--- src/rtl/td4_pkg.sv ---
// td4_pkg: state encoding, adder source codes, opcodes and decode record for the TD4 controller.
package td4_pkg;
  localparam logic [1:0] ST_IDLE  = 2'd0;
  localparam logic [1:0] ST_FETCH = 2'd1;
  localparam logic [1:0] ST_EXEC  = 2'd2;
  localparam logic [1:0] ST_HALT  = 2'd3;
  localparam logic [1:0] SEL_A    = 2'b00;
  localparam logic [1:0] SEL_B    = 2'b01;
  localparam logic [1:0] SEL_IN   = 2'b10;
  localparam logic [1:0] SEL_ZERO = 2'b11;
  localparam logic [3:0] OP_ADD_A = 4'h0;
  localparam logic [3:0] OP_MOV_AB = 4'h1;
  localparam logic [3:0] OP_IN_A  = 4'h2;
  localparam logic [3:0] OP_MOV_AI = 4'h3;
  localparam logic [3:0] OP_MOV_BA = 4'h4;
  localparam logic [3:0] OP_ADD_B = 4'h5;
  localparam logic [3:0] OP_IN_B  = 4'h6;
  localparam logic [3:0] OP_MOV_BI = 4'h7;
  localparam logic [3:0] OP_HLT   = 4'h8;
  localparam logic [3:0] OP_OUT_B = 4'h9;
  localparam logic [3:0] OP_OUT_I = 4'hB;
  localparam logic [3:0] OP_JNC   = 4'hE;
  localparam logic [3:0] OP_JMP   = 4'hF;
  typedef struct packed {
    logic [1:0] sel;
    logic       load_a;
    logic       load_b;
    logic       load_out;
    logic       load_pc;
    logic       hlt;
  } dec_t;
endpackage

--- src/rtl/td4_decode.sv ---
// td4_decode: opcode -> adder source and register load, pure combinational.
// TD4_HALT_DETECT_EN makes opcode 8 a halt; otherwise it falls through as a NOP.
module td4_decode
  import td4_pkg::*;
(
  input  logic [3:0] op_i,
  input  logic       c_flag_i,
  output dec_t       dec_o
);
  always_comb begin
    dec_o = '0;
    dec_o.sel = SEL_ZERO;
    case (op_i)
      OP_ADD_A:  begin dec_o.sel = SEL_A;  dec_o.load_a = 1'b1; end
      OP_MOV_AB: begin dec_o.sel = SEL_B;  dec_o.load_a = 1'b1; end
      OP_IN_A:   begin dec_o.sel = SEL_IN; dec_o.load_a = 1'b1; end
      OP_MOV_AI: dec_o.load_a = 1'b1;
      OP_MOV_BA: begin dec_o.sel = SEL_A;  dec_o.load_b = 1'b1; end
      OP_ADD_B:  begin dec_o.sel = SEL_B;  dec_o.load_b = 1'b1; end
      OP_IN_B:   begin dec_o.sel = SEL_IN; dec_o.load_b = 1'b1; end
      OP_MOV_BI: dec_o.load_b = 1'b1;
      OP_OUT_B:  begin dec_o.sel = SEL_B;  dec_o.load_out = 1'b1; end
      OP_OUT_I:  dec_o.load_out = 1'b1;
      OP_JMP:    dec_o.load_pc = 1'b1;
      OP_JNC:    dec_o.load_pc = ~c_flag_i;
`ifdef TD4_HALT_DETECT_EN
      OP_HLT:    dec_o.hlt = 1'b1;
`endif
      default:   ;
    endcase
  end
endmodule

--- src/rtl/td4_control.sv ---
// td4_control: TD4 two-phase (FETCH/EXEC) sequencer holding IR and the carry flag.
// TD4_HALT_DETECT_EN enables the HALT state reached by opcode 8.
module td4_control
  import td4_pkg::*;
(
  input  logic       CLK,
  input  logic       CLR,
  input  logic       EN,
  input  logic [7:0] INSTR,
  input  logic       ALU_CARRY,
  output logic       LOAD_A,
  output logic       LOAD_B,
  output logic       LOAD_OUT,
  output logic       LOAD_PC,
  output logic       REG_EN,
  output logic [1:0] SEL,
  output logic [3:0] IM,
  output logic       C_FLAG,
  output logic [1:0] PHASE,
  output logic       HALTED
);
  logic [1:0] state_q, state_d;
  logic [7:0] ir_q, ir_d;
  logic       c_q, c_d;
  logic       exec;
  dec_t       dec;
  td4_decode u_dec (.op_i(ir_q[7:4]), .c_flag_i(c_q), .dec_o(dec));
  assign exec = state_q == ST_EXEC;
  always_comb begin
    state_d = state_q == ST_IDLE  ? (EN ? ST_FETCH : ST_IDLE)
            : state_q == ST_FETCH ? ST_EXEC
            : state_q == ST_EXEC  ? (dec.hlt ? ST_HALT : EN ? ST_FETCH : ST_IDLE)
            : ST_HALT;
    ir_d = state_q == ST_FETCH ? INSTR : ir_q;
    c_d = exec ? ALU_CARRY : c_q;
  end
  always_ff @(posedge CLK or negedge CLR)
    if (!CLR) begin
      state_q <= ST_IDLE;
      ir_q <= '0;
      c_q <= 1'b0;
    end else begin
      state_q <= state_d;
      ir_q <= ir_d;
      c_q <= c_d;
    end
  // every control output is a pure function of state, so reset clears them at once
  assign LOAD_A = exec & dec.load_a;
  assign LOAD_B = exec & dec.load_b;
  assign LOAD_OUT = exec & dec.load_out;
  assign LOAD_PC = exec & dec.load_pc;
  assign REG_EN = exec & ~dec.hlt;
  assign SEL = exec ? dec.sel : 2'b00;
  assign IM = exec ? ir_q[3:0] : 4'h0;
  assign C_FLAG = c_q;
  assign PHASE = state_q;
`ifdef TD4_HALT_DETECT_EN
  assign HALTED = state_q == ST_HALT;
`else
  assign HALTED = 1'b0;
`endif
endmodule

--- config.mk ---
export PLATFORM = sky130hd
export DESIGN_NAME = td4_control
export DESIGN_NICKNAME = d
export VERILOG_FILES = /design/src/rtl/td4_pkg.sv /design/src/rtl/td4_decode.sv /design/src/rtl/td4_control.sv
export SDC_FILE = /design/constraint.sdc
export NUM_CORES = 1
export LEC_CHECK = 0
export ABC_CLOCK_PERIOD_IN_PS = 2100
export CAP_MARGIN = 30
export CORE_AREA = 2 2 39 41
export DETAILED_ROUTE_END_ITERATION = 16
export DIE_AREA = 0 0 41 43
export DONT_BUFFER_PORTS = 1
export PLACE_DENSITY = 0.6
export SETUP_SLACK_MARGIN = 0.2
export SLEW_MARGIN = 20
export SYNTH_ARGS = -nofsm -noshare
export SYNTH_HDL_FRONTEND = slang
export SYNTH_SLANG_ARGS = --single-unit
export TNS_END_PERCENT = 50
--- constraint.sdc ---
create_clock -name CLK -period 2.1 [get_ports CLK]
set_input_delay 0.42 -clock CLK [delete_from_list [all_inputs] [get_ports CLK]]
set_output_delay 0.42 -clock CLK [all_outputs]
set_load 0.005 [all_outputs]
Yosys cells after proc, flatten, opt, wreduce, memory -nomap -nowiden. Index checks and enable logic that the tools add are counted.

Muxes and demuxes: 11. Bitwise operators: 5. Equal/unequal tests: 13. Reduce and logical (&&, ||, !) cells: 8.

Operators by type and width (count): $eq A4 B3 Y1 const B (4); $eq A4 B4 Y1 const B (4); $eq A4 B2 Y1 const B (2); $mux W2 (4); $reduce_or A4 Y1 (2); $pmux W2 S3 (1); $reduce_or A2 Y1 (3); $and A1 B1 Y1 (4); $eq A4 B1 Y1 const B (1); $logic_not A4 Y1 (1); $mux W1 (4); $mux W4 (1); $reduce_or A3 Y1 (1); $eq A2 B1 Y1 const B (1); $eq A2 B2 Y1 const B (1); $logic_not A2 Y1 (1); $pmux W1 S2 (1); $not A1 Y1 (1).

Word-level logic and storage cells: 40. Flip-flop bits (word level): 11. Input bits: 12.

Depth between registers and ports, before layout. Gate-level depths: netlist of the first run.

Word-level depth: 4. Gate-level depth with buffers: 3. Mapped depth without buffers: 3.

Modules after synthesis. From an unflattened synthesis of the first run, not the netlist that was laid out.

Cell total of the unflattened synthesis: 53. Area, all modules: 588.1 um^2.

By module, submodules not included: td4_control (area each 520.5 um^2, instances 1, seq. area each 275.3 um^2, cells an instance 41); td4_decode (area each 67.6 um^2, instances 1, seq. area each 0.0 um^2, cells an instance 12).

Worst setup path after synthesis of the first run. Ideal clock, no wire load.

Path kind: flip-flop to output port. Start: register state_q[0], in the netlist PHASE[0]. End: output port LOAD_PC. Required time: 1680 ps. Slack: 759 ps. Buffers on the path: 0. Arrival time: 921 ps. Stages on the path, launching flop included: 3. Cell sequence: dfrtp_1 nand2b_4 nor4b_1.

Word-level cells in the longest chain between the ends: 2.

Ends and longest elaborated chain: start, declared (line td4_control.sv:22) `logic [1:0] state_q, state_d;`; start signal, assigned (line td4_control.sv:43) `state_q <= state_d;`; $eq A2 B2 Y1 (line td4_control.sv:28) `assign exec = state_q == ST_EXEC;`; $and A1 B1 Y1 (line td4_control.sv:51) `assign LOAD_PC = exec & dec.load_pc;`; end, declared (line td4_control.sv:14) `output logic LOAD_PC,`.

No other way between the ends.

Worst setup path after layout of the first run. Same ends and word-level chain as after synthesis.

==> impl_results.md, run 1 <==
- Worst R2R Start: PHASE[0]
- Area share of the largest cell type after synthesis: 0.488
- Final instance area: about 600 µm²
- NetSw: 0.340 mW
- Yosys reg bits: 11
- Post-DP HPWL: 759 µm
- Initial Utilization: 0.408
- DR iter-0 viols: 3
- Critical path required time: about 1.7 ns
- # nets final: 58
- M2 GR Usage: 0.184
- DIE WIDTH: a little over 40 µm
- Setup TNS: 0 ns
- Met1 Use GR: 0.179
- Final Routed Wirelength: 1020 µm
- Final worst-path cycle share: 0.822
- Post-Place Worst Slack: roughly 0.64 ns
- Largest net degree at the start of global routing: 12
- Cell Area, Placed: around 560 µm²
- Clk root buf: clkbuf_4
- Vias in the first global route: about 330
- Sequential power share: 0.439
- Worst Path Max Fanout: 6
- Final-report hold violation count: 0
- Syn Std Cell Area: around 560 µm²
- CP Capture Point: LOAD_PC
- FF-to-FF path depth: 2
- Reg area: about 280 µm²
- Internal power: 0.656 mW
- Slew Viols, Final: 0
- FMAX: 579 MHz
- Avg Cell Area, Syn: 13.1 µm²
- GPL Wtd Cong: ~0.6
- Gr busiest metal: met2
- Max-slew headroom: 0.606
- Htree depth: 1
- IO Count: 27
- Worst path slowest cell: dfrtp_1
- Initial antenna violation count: 0
- Top cells by area, synth: dfrtp_1 (49%), mux2_4 (24%), and2_1 (4.4%), nor3b_1 (2.7%), nand2b_4 (2.4%)
- Crit path arrival time: ~1.3 ns
- Share of cells above drive strength 1: 0.356
- Setup crit end kind: output pin
- Max-Cap Viols: 0
- Ys Warns: 0
- Setup repair bufs after CTS: 0
- DIE HEIGHT: about 43 µm
- Hold path depth: 1
- Final ANT Viol Nets: 0
- Seq/Total Area, Yosys: 0.488
- Met3 Use GR: 0.0471
- Unrepaired setup endpoints after global routing: no
- Leakage: ~0.27 nW
- Portion of total power attributed to the clock network: 0.139
- Dominant cell type by area after synthesis: dfrtp_1
- GR Util All Layers: 0.139
- Critical Path Source: PHASE[0]
- Switching share of total power: 0.341
- Total core area: between 1000 and 1500 µm²
- Clk slew on worst S/H paths: approximately 0.07 ns
- Syn Nets: 55
- First-pass GRT wire length: between 1500 and 2000 µm
- Gate power share: 0.423
- Tmin final: 1.73 ns
- Clock skew: 0.00342 ns
- CTS tree: yes
- Number of diodes: 0
- # DRC: 0
- Cells after Synth: 43
- Total gr overflow: 0
- Slew @ Worst Pin: a little under 0.6 ns
- Maximum VDD drop: roughly 0.63 mV
- Worst Hold Class: in2reg
- Core Rows: 14
- Port Buf Inserts: 0
- Critical path's largest stage delay: 0.43 ns
- Vias: 325
- Reg-to-reg endpoint: ir_q[5]
- Later-pin clock latency in the skew report: about 0.26 ns
- Final setup fails: 0
- P per Cell Area: 1670 nW/µm²
- Max Buffers Root-to-Sink: 2
- Drt pass-1 iters: 4
- Clock sink count: 11
- Wire per inst: around 17 µm
- Die area: ~1800 µm²
- CP cell instances: nand2b_4, nor4b_1
- Final WS setup: around 0.37 ns
- Crit Path Class: reg2out
- Reg2Reg Setup Slack: between 0.6 and 0.7 ns
- Critical path launch point type: register
- Total CTS buffers: 3
- Area Growth Syn to Fin: 5.99%
- Number of fill cells: between 100 and 150
- Via/cell ratio: 5.33
- Yosys cell types: 18
- Status: completed
- Area of the multi-input gates: between 200 and 300 µm²
[cells in the mapped netlist]
library cell  number
mux2_4             9
nor4b_1            1
and2_1             4
nand2b_4           1
nor3_1             2
nor3b_1            2
nor2b_1            1
clkbuf_1           1
buf_6              1
nor2_1             3
and4b_1            1
conb_1             1
inv_2              1
mux2_2             1
nand2_1            1
nor2b_2            1
buf_4              1
dfrtp_1           11
[cell families after synthesis]
| logic type | share of synthesized area |
|---|---|
| buffers and inverters | 0.0466 |
| other | 0.00665 |
| DFF | 0.488 |
| muxes | 0.259 |
| and+or+nand+nor | 0.200 |
[state kept, by name (all words and copies together), names as in the netlist]
name	cells
PHASE	2
ir_q	8
C_FLAG	1
[power groups by stage]
stage | clock network, mW | logic (mW) | registers (mW)
floorplan | 0 | 0.399 | 0.411
CTS | 0.149 | 0.426 | 0.439
detailed placement | 0 | 0.417 | 0.443
finish | 0.138 | 0.421 | 0.437
global placement | 0 | 0.405 | 0.435
global route | 0.160 | 0.454 | 0.458
[cell type report]
type	instances	share of cell area
repair buffers	1	0.0167
multi-input cells	28	0.439
inverters	1	0.00628
clock buffers	4	0.0439
well taps	16	0.0335
flip-flops and latches	11	0.460
[metrics by stage]
step           total power, mW  hold slack, ns   util  std cells
2_1_floorplan            0.810           0.124      -         43
3_3_place_gp             0.840           0.125  0.406         56
3_5_place_dp             0.860           0.125  0.406         56
4_1_cts                   1.01           0.288  0.432         61
5_1_grt                   1.07           0.279  0.432         61
6_report                 0.996           0.299  0.432         61
[metal layers]
layer	vias to the layer above	part of all wire	wire (µm)
li1	148	-	-
met2	17	0.49	501
met4	0	0	0
met5	-	0	0
met3	0	0.086	87
met1	160	0.42	428
[placed cells by master, fill, tap and decap left out]
cell type,n
mux2_4,9
dlygate4sd3_1,1
and4b_1,1
clkbuf_4,3
nor2_1,3
nor4b_1,1
nand2_1,1
nor3_1,2
dfrtp_1,11
mux2_2,1
nor2b_2,1
nor2b_1,1
and2_1,4
nor3b_1,2
conb_1,1
inv_2,1
nand2b_4,1
clkbuf_1,1
[critical path: cells and delay by family, from the launching register on]
family           cells  cell delay, ns
DFF                  1            0.43
and+or+nand+nor      2            0.62
[worst min path at each step]
stage / start / to / slack, ns
final: INSTR[0] / ir_q[0] / 0.30
after global routing: INSTR[0] / ir_q[0] / 0.28
after global placement: CLR / ir_q[7] / 0.12
after floorplan: CLR / C_FLAG / 0.12
after detailed placement: CLR / ir_q[7] / 0.12
after CTS: INSTR[0] / ir_q[0] / 0.29
[repair_timing]
item	CTS	global route
hold endpoints to repair	11	0
resized for setup	0	0
hold buffers	1	0
Power figures use the tool's default switching activity.
==> run 2: changes to the inputs <==
- ABC_CLOCK_PERIOD_IN_PS: 2100 -> 1600
- clock period: 2.1 -> 1.6 ns (I/O delays scaled with it)
==> run 2 against run 1 <==
Against the previous run: sequential power is 33% higher; register-to-register slack worse by 0.26 ns; cell count is 1.6% higher; critical path type unchanged; largest power group is now combinational logic; critical path depth grew 1.
==> impl_results.md, run 2 (synthesis results as in run 1) <==
- Maximum VDD drop: between 0.8 and 0.9 mV
- Max-Cap Viols: 0
- Worst Path Max Fanout: 7
- # DRC: 0
- Final ANT Viol Nets: 0
- Area Growth Syn to Fin: 12.0%
- Reg with most FFs: ir_q
- Vias in the first global route: 306
- Sequential power share: 0.419
- Post-Place Worst Slack: 0.237 ns
- GPL Wtd Cong: between 0.6 and 0.7
- Most frequent cells in the layout: dfrtp_1 (10), mux2_4 (9), nor2_1 (3), clkbuf_4 (3)
- Port Buf Inserts: 0
- Final WS setup: 0.0798 ns
- Status: completed
- Switching share of total power: 0.345
- CP cell instances: nand2b_4, inv_6, and4b_1
- Tmin final: 1.52 ns
- Highest routed layer: met3
- Final-report hold violation count: 0
- FMAX: 658 MHz
- Crit Path Class: reg2out
- Clock skew: between 0.001 and 0.0015 ns
- CTS tree: yes
- Crit path arrival time: between 1 and 1.5 ns
- NetSw: ~0.48 mW
- Critical path launch point type: register
- Unrepaired setup endpoints after global routing: yes
- Clk root buf: clkbuf_4
- First-pass GRT wire length: 1440 µm
- Routed length on met2: 466 µm
- DR iter-0 viols: 0
- Max Buffers Root-to-Sink: 2
- Via/cell ratio: between 5 and 6
- Drt pass-1 iters: 1
- Met1 wire length: 402 µm
- Share of cells above drive strength 1: 0.457
- Clk slew on worst S/H paths: around 0.07 ns
- Setup crit end kind: output pin
- Max reg flops: 8
- Number of diodes: 0
- Worst path slowest cell: dfrtp_2
- Wire per inst: around 16 µm
- Worst Hold Class: in2reg
- DIE WIDTH: about 41 µm
- Internal power: 0.909 mW
- Htree depth: 1
- Setup TNS: 0 ns
- Max-slew headroom: 0.659
- Largest net degree at the start of global routing: 12
- Final setup fails: 0
- DIE HEIGHT: 43 µm
- Final worst-path cycle share: 0.950
- GR Util All Layers: 0.126
- Post-DP HPWL: ~750 µm
- Slew @ Worst Pin: 0.510 ns
- Critical path's largest stage delay: around 0.44 ns
- # nets final: 59
- Die area: 1760 µm²
- Total core area: 1380 µm²
- Worst path top cell family by delay: flip-flops
- Worst path buffer plus inverter count: 1
- Portion of total power attributed to the clock network: 0.129
- Vias: 320
- Total gr overflow: 0
- Slew Viols, Final: 0
- Gate power share: 0.452
- Later-pin clock latency in the skew report: 0.25 ns
- Final Routed Wirelength: between 900 and 1000 µm
- Core Rows: 14
- Critical path required time: ~1.3 ns
- Leading cell type in the layout, fill and taps excluded: dfrtp_1
- Met3 Routed Length: approximately 92 µm
- P per Cell Area: between 2000 and 2500 nW/µm²
- Leakage: approximately 0.29 nW
- Initial antenna violation count: 0
- Clock sink count: 11
- IO Count: 27
- Total CTS buffers: 3
- Initial Utilization: 0.408
run 2: cell count changes in the layout (fill, tap and decap cells not counted), sizes merged:
cell / before / now
buf: 0 / 1
run 2: area by class of cell:
class                   instances  area (µm²)
fillers                       126         752
multi-input cells              28         283
flip-flops and latches         11         277
clock buffers                   4        26.3
well taps                      16        20.0
repair buffers                  2        17.5
inverters                       1        8.76
run 2: metrics by stage:
| step | hold WS, ns | std cells | utilization | instance area [µm²] | power (mW) |
|---|---|---|---|---|---|
| 2_1_floorplan | 0.0244 | 43 | - | 564 | 1.06 |
| 3_3_place_gp | 0.0247 | 57 | 0.411 | 569 | 1.12 |
| 3_5_place_dp | 0.0247 | 57 | 0.411 | 569 | 1.14 |
| 4_1_cts | 0.196 | 62 | 0.456 | 631 | 1.40 |
| 5_1_grt | 0.184 | 62 | 0.457 | 632 | 1.49 |
| 6_report | 0.206 | 62 | 0.457 | 632 | 1.39 |
run 2: path summary, 6_finish.rpt:
| kind | cells after the start | slack, ns | from | endpoint |
|---|---|---|---|---|
| worst max-delay path | 3 | 0.08 | PHASE[0] | LOAD_OUT |
| worst min-delay path | 1 | 0.21 | INSTR[2] | ir_q[2] |
| worst max register to register | 3 | 0.41 | PHASE[1] | ir_q[1] |
| worst min register to register | 0 | 0.45 | PHASE[0] | PHASE[1] |
| max in group asynchronous | 1 | 0.76 | CLR | PHASE[0] |
| min in group asynchronous | 1 | 0.47 | CLR | ir_q[4] |
run 2: power by group through the flow:
stage | Combinational (mW) | Sequential, mW | Clock (mW)
CTS | 0.636 | 0.581 | 0.188
detailed placement | 0.564 | 0.579 | 0
global route | 0.674 | 0.607 | 0.209
finish | 0.627 | 0.581 | 0.179
global placement | 0.548 | 0.571 | 0
floorplan | 0.524 | 0.540 | 0
run 2: worst register-to-register path, cell delays in order, from the launching register on:
cell and delay, ns:
dfrtp_1 0.45, nor2b_2 0.13, buf_4 0.20, mux2_4 0.31
run 2: what timing repair did:
item	CTS	global route
hold endpoints to repair	11	0
hold buffers	1	0
pin swaps	2	1
setup endpoints to repair	9	10
buffers inserted	0	0
resized for setup	6	1
run 2: layer usage:
layer | up-vias | track usage
li1 | 149 | -
met1 | 157 | 0.169
met2 | 14 | 0.181
met3 | 0 | 0.0471
met4 | 0 | 0.0400
met5 | - | 0
==> run 3: changes to the inputs <==
- REMOVE_ABC_BUFFERS: not set -> 1
==> run 3 against run 2 <==
Against the previous run: cell area fell by 0.40%; cell count did not move; first-iteration DRC count rose by 7; hold slack got worse by 0.0026 ns; largest cell class unchanged; largest power group unchanged.
==> impl_results.md, run 3 (synthesis results as in run 1) <==
- Number of diodes: 0
- CTS tree: yes
- Vias in the first global route: 371
- Clk slew on worst S/H paths: ~0.070 ns
- Final setup fails: 0
- Tmin final: ~1.5 ns
- Reg with most FFs: ir_q
- Crit path arrival time: approximately 1.2 ns
- Setup TNS: 0 ns
- Leakage: 0.284 nW
- Leading cell type in the layout, fill and taps excluded: dfrtp_1
- Final core occ: 0.455
- P per Cell Area: 2210 nW/µm²
- Max reg flops: 8
- Drt pass-1 iters: 2
- Clock sink count: 11
- Finished Layout Cells: slightly above 60
- Worst Hold Class: in2reg
- Setup repair bufs after CTS: 0
- Max-Cap Viols: 0
- Area Growth Syn to Fin: 11.5%
- Largest net degree at the start of global routing: 12
- Post-Place Worst Slack: roughly 0.27 ns
- Final ANT Viol Nets: 0
- Critical path required time: ~1.3 ns
- Inst Count DP: 57
- Core Rows: 14
- Vias: approximately 330
- FMAX: between 600 and 700 MHz
- GR Util All Layers: 0.140
- Status: completed
- Final WS setup: ~0.076 ns
- Total gr overflow: 0
- Overall power: 1.39 mW
- Initial antenna violation count: 0
- Share of cells above drive strength 1: 0.435
- Final Routed Wirelength: about 1100 µm
- Maximum VDD drop: around 1.2 mV
- Max-slew headroom: 0.668
- Clock skew: between 0.002 and 0.003 ns
- Die area: approximately 1800 µm²
- Final worst-path cycle share: 0.953
- Wire per inst: ~17 µm
- DR iter-0 viols: 7
- DIE HEIGHT: 43 µm
- DIE WIDTH: 41 µm
- Crit Path Class: reg2out
- Total CTS buffers: 3
- Port Buf Inserts: 0
- Final-report hold violation count: 0
- Slew @ Worst Pin: approximately 0.50 ns
- # nets final: 59
- Clk root buf: clkbuf_4
- Most frequent cells in the layout: dfrtp_1 (10), mux2_4 (9), and2_1 (3), nor2_1 (3), clkbuf_4 (3)
- Unrepaired setup endpoints after global routing: yes
- Worst Path Max Fanout: 7
- Later-pin clock latency in the skew report: 0.26 ns
- Cell Area, Placed: roughly 570 µm²
- # DRC: 0
- Slew Viols, Final: 0
- Setup crit end kind: output pin
- Total core area: approximately 1400 µm²
- Via/cell ratio: around 5.2
- Initial Utilization: 0.408
- First-pass GRT wire length: 1670 µm
- GPL Wtd Cong: 0.713
- Max Buffers Root-to-Sink: 2
- Htree depth: 1
- IO Count: 27
- Worst Hold Slack: about 0.20 ns
- Final instance area: 629 µm²
- Critical path launch point type: register
[run 3: cell counts in the layout (fill, tap and decap cells not counted)]
No cell type changed its count.
[run 3: final timing paths]
check	start	endpoint	slack [ns]	cells past startpoint
min in group asynchronous	CLR	ir_q[6]	0.46	1
max	PHASE[0]	LOAD_OUT	0.08	3
min	INSTR[6]	ir_q[6]	0.20	1
min reg2reg	PHASE[0]	PHASE[1]	0.45	0
max reg2reg	PHASE[1]	ir_q[7]	0.38	3
max in group asynchronous	CLR	PHASE[0]	0.78	1
[run 3: cell type report]
| cell class | instances | area [µm²] |
|---|---|---|
| repair buffers | 2 | 17.5 |
| fillers | 138 | 754 |
| well taps | 16 | 20.0 |
| flip-flops and latches | 11 | 277 |
| multi-input cells | 28 | 280 |
| clock buffers | 4 | 26.3 |
| inverters | 1 | 8.76 |
[run 3: per-layer routing]
metal / GRT usage / wire (µm)
met1: 0.168 / 395
met2: 0.219 / 567
met3: 0.0471 / 101
met4: 0.0600 / 0
met5: 0 / 0
[run 3: repair_timing]
item | CTS | global route
hold endpoints to repair | 11 | 0
hold buffers | 1 | 0
setup endpoints to repair | 9 | 10
pin swaps | 0 | 2
gates resized for setup | 4 | 2
cloned | 0 | 0
[run 3: power breakdown]
part / switching (mW) / internal, mW / leakage (nW) / total (mW)
sequential: 0.153 / 0.427 / 0.127 / 0.579
clock: 0.0833 / 0.0962 / 0.0150 / 0.180
combinational: 0.251 / 0.379 / 0.142 / 0.630
total: 0.487 / 0.902 / 0.284 / 1.39
[run 3: critical path: stages (launching register included)]
cell and delay, ns:
dfrtp_2 0.44, nand2b_4 0.20, inv_6 0.10, and4b_1 0.21
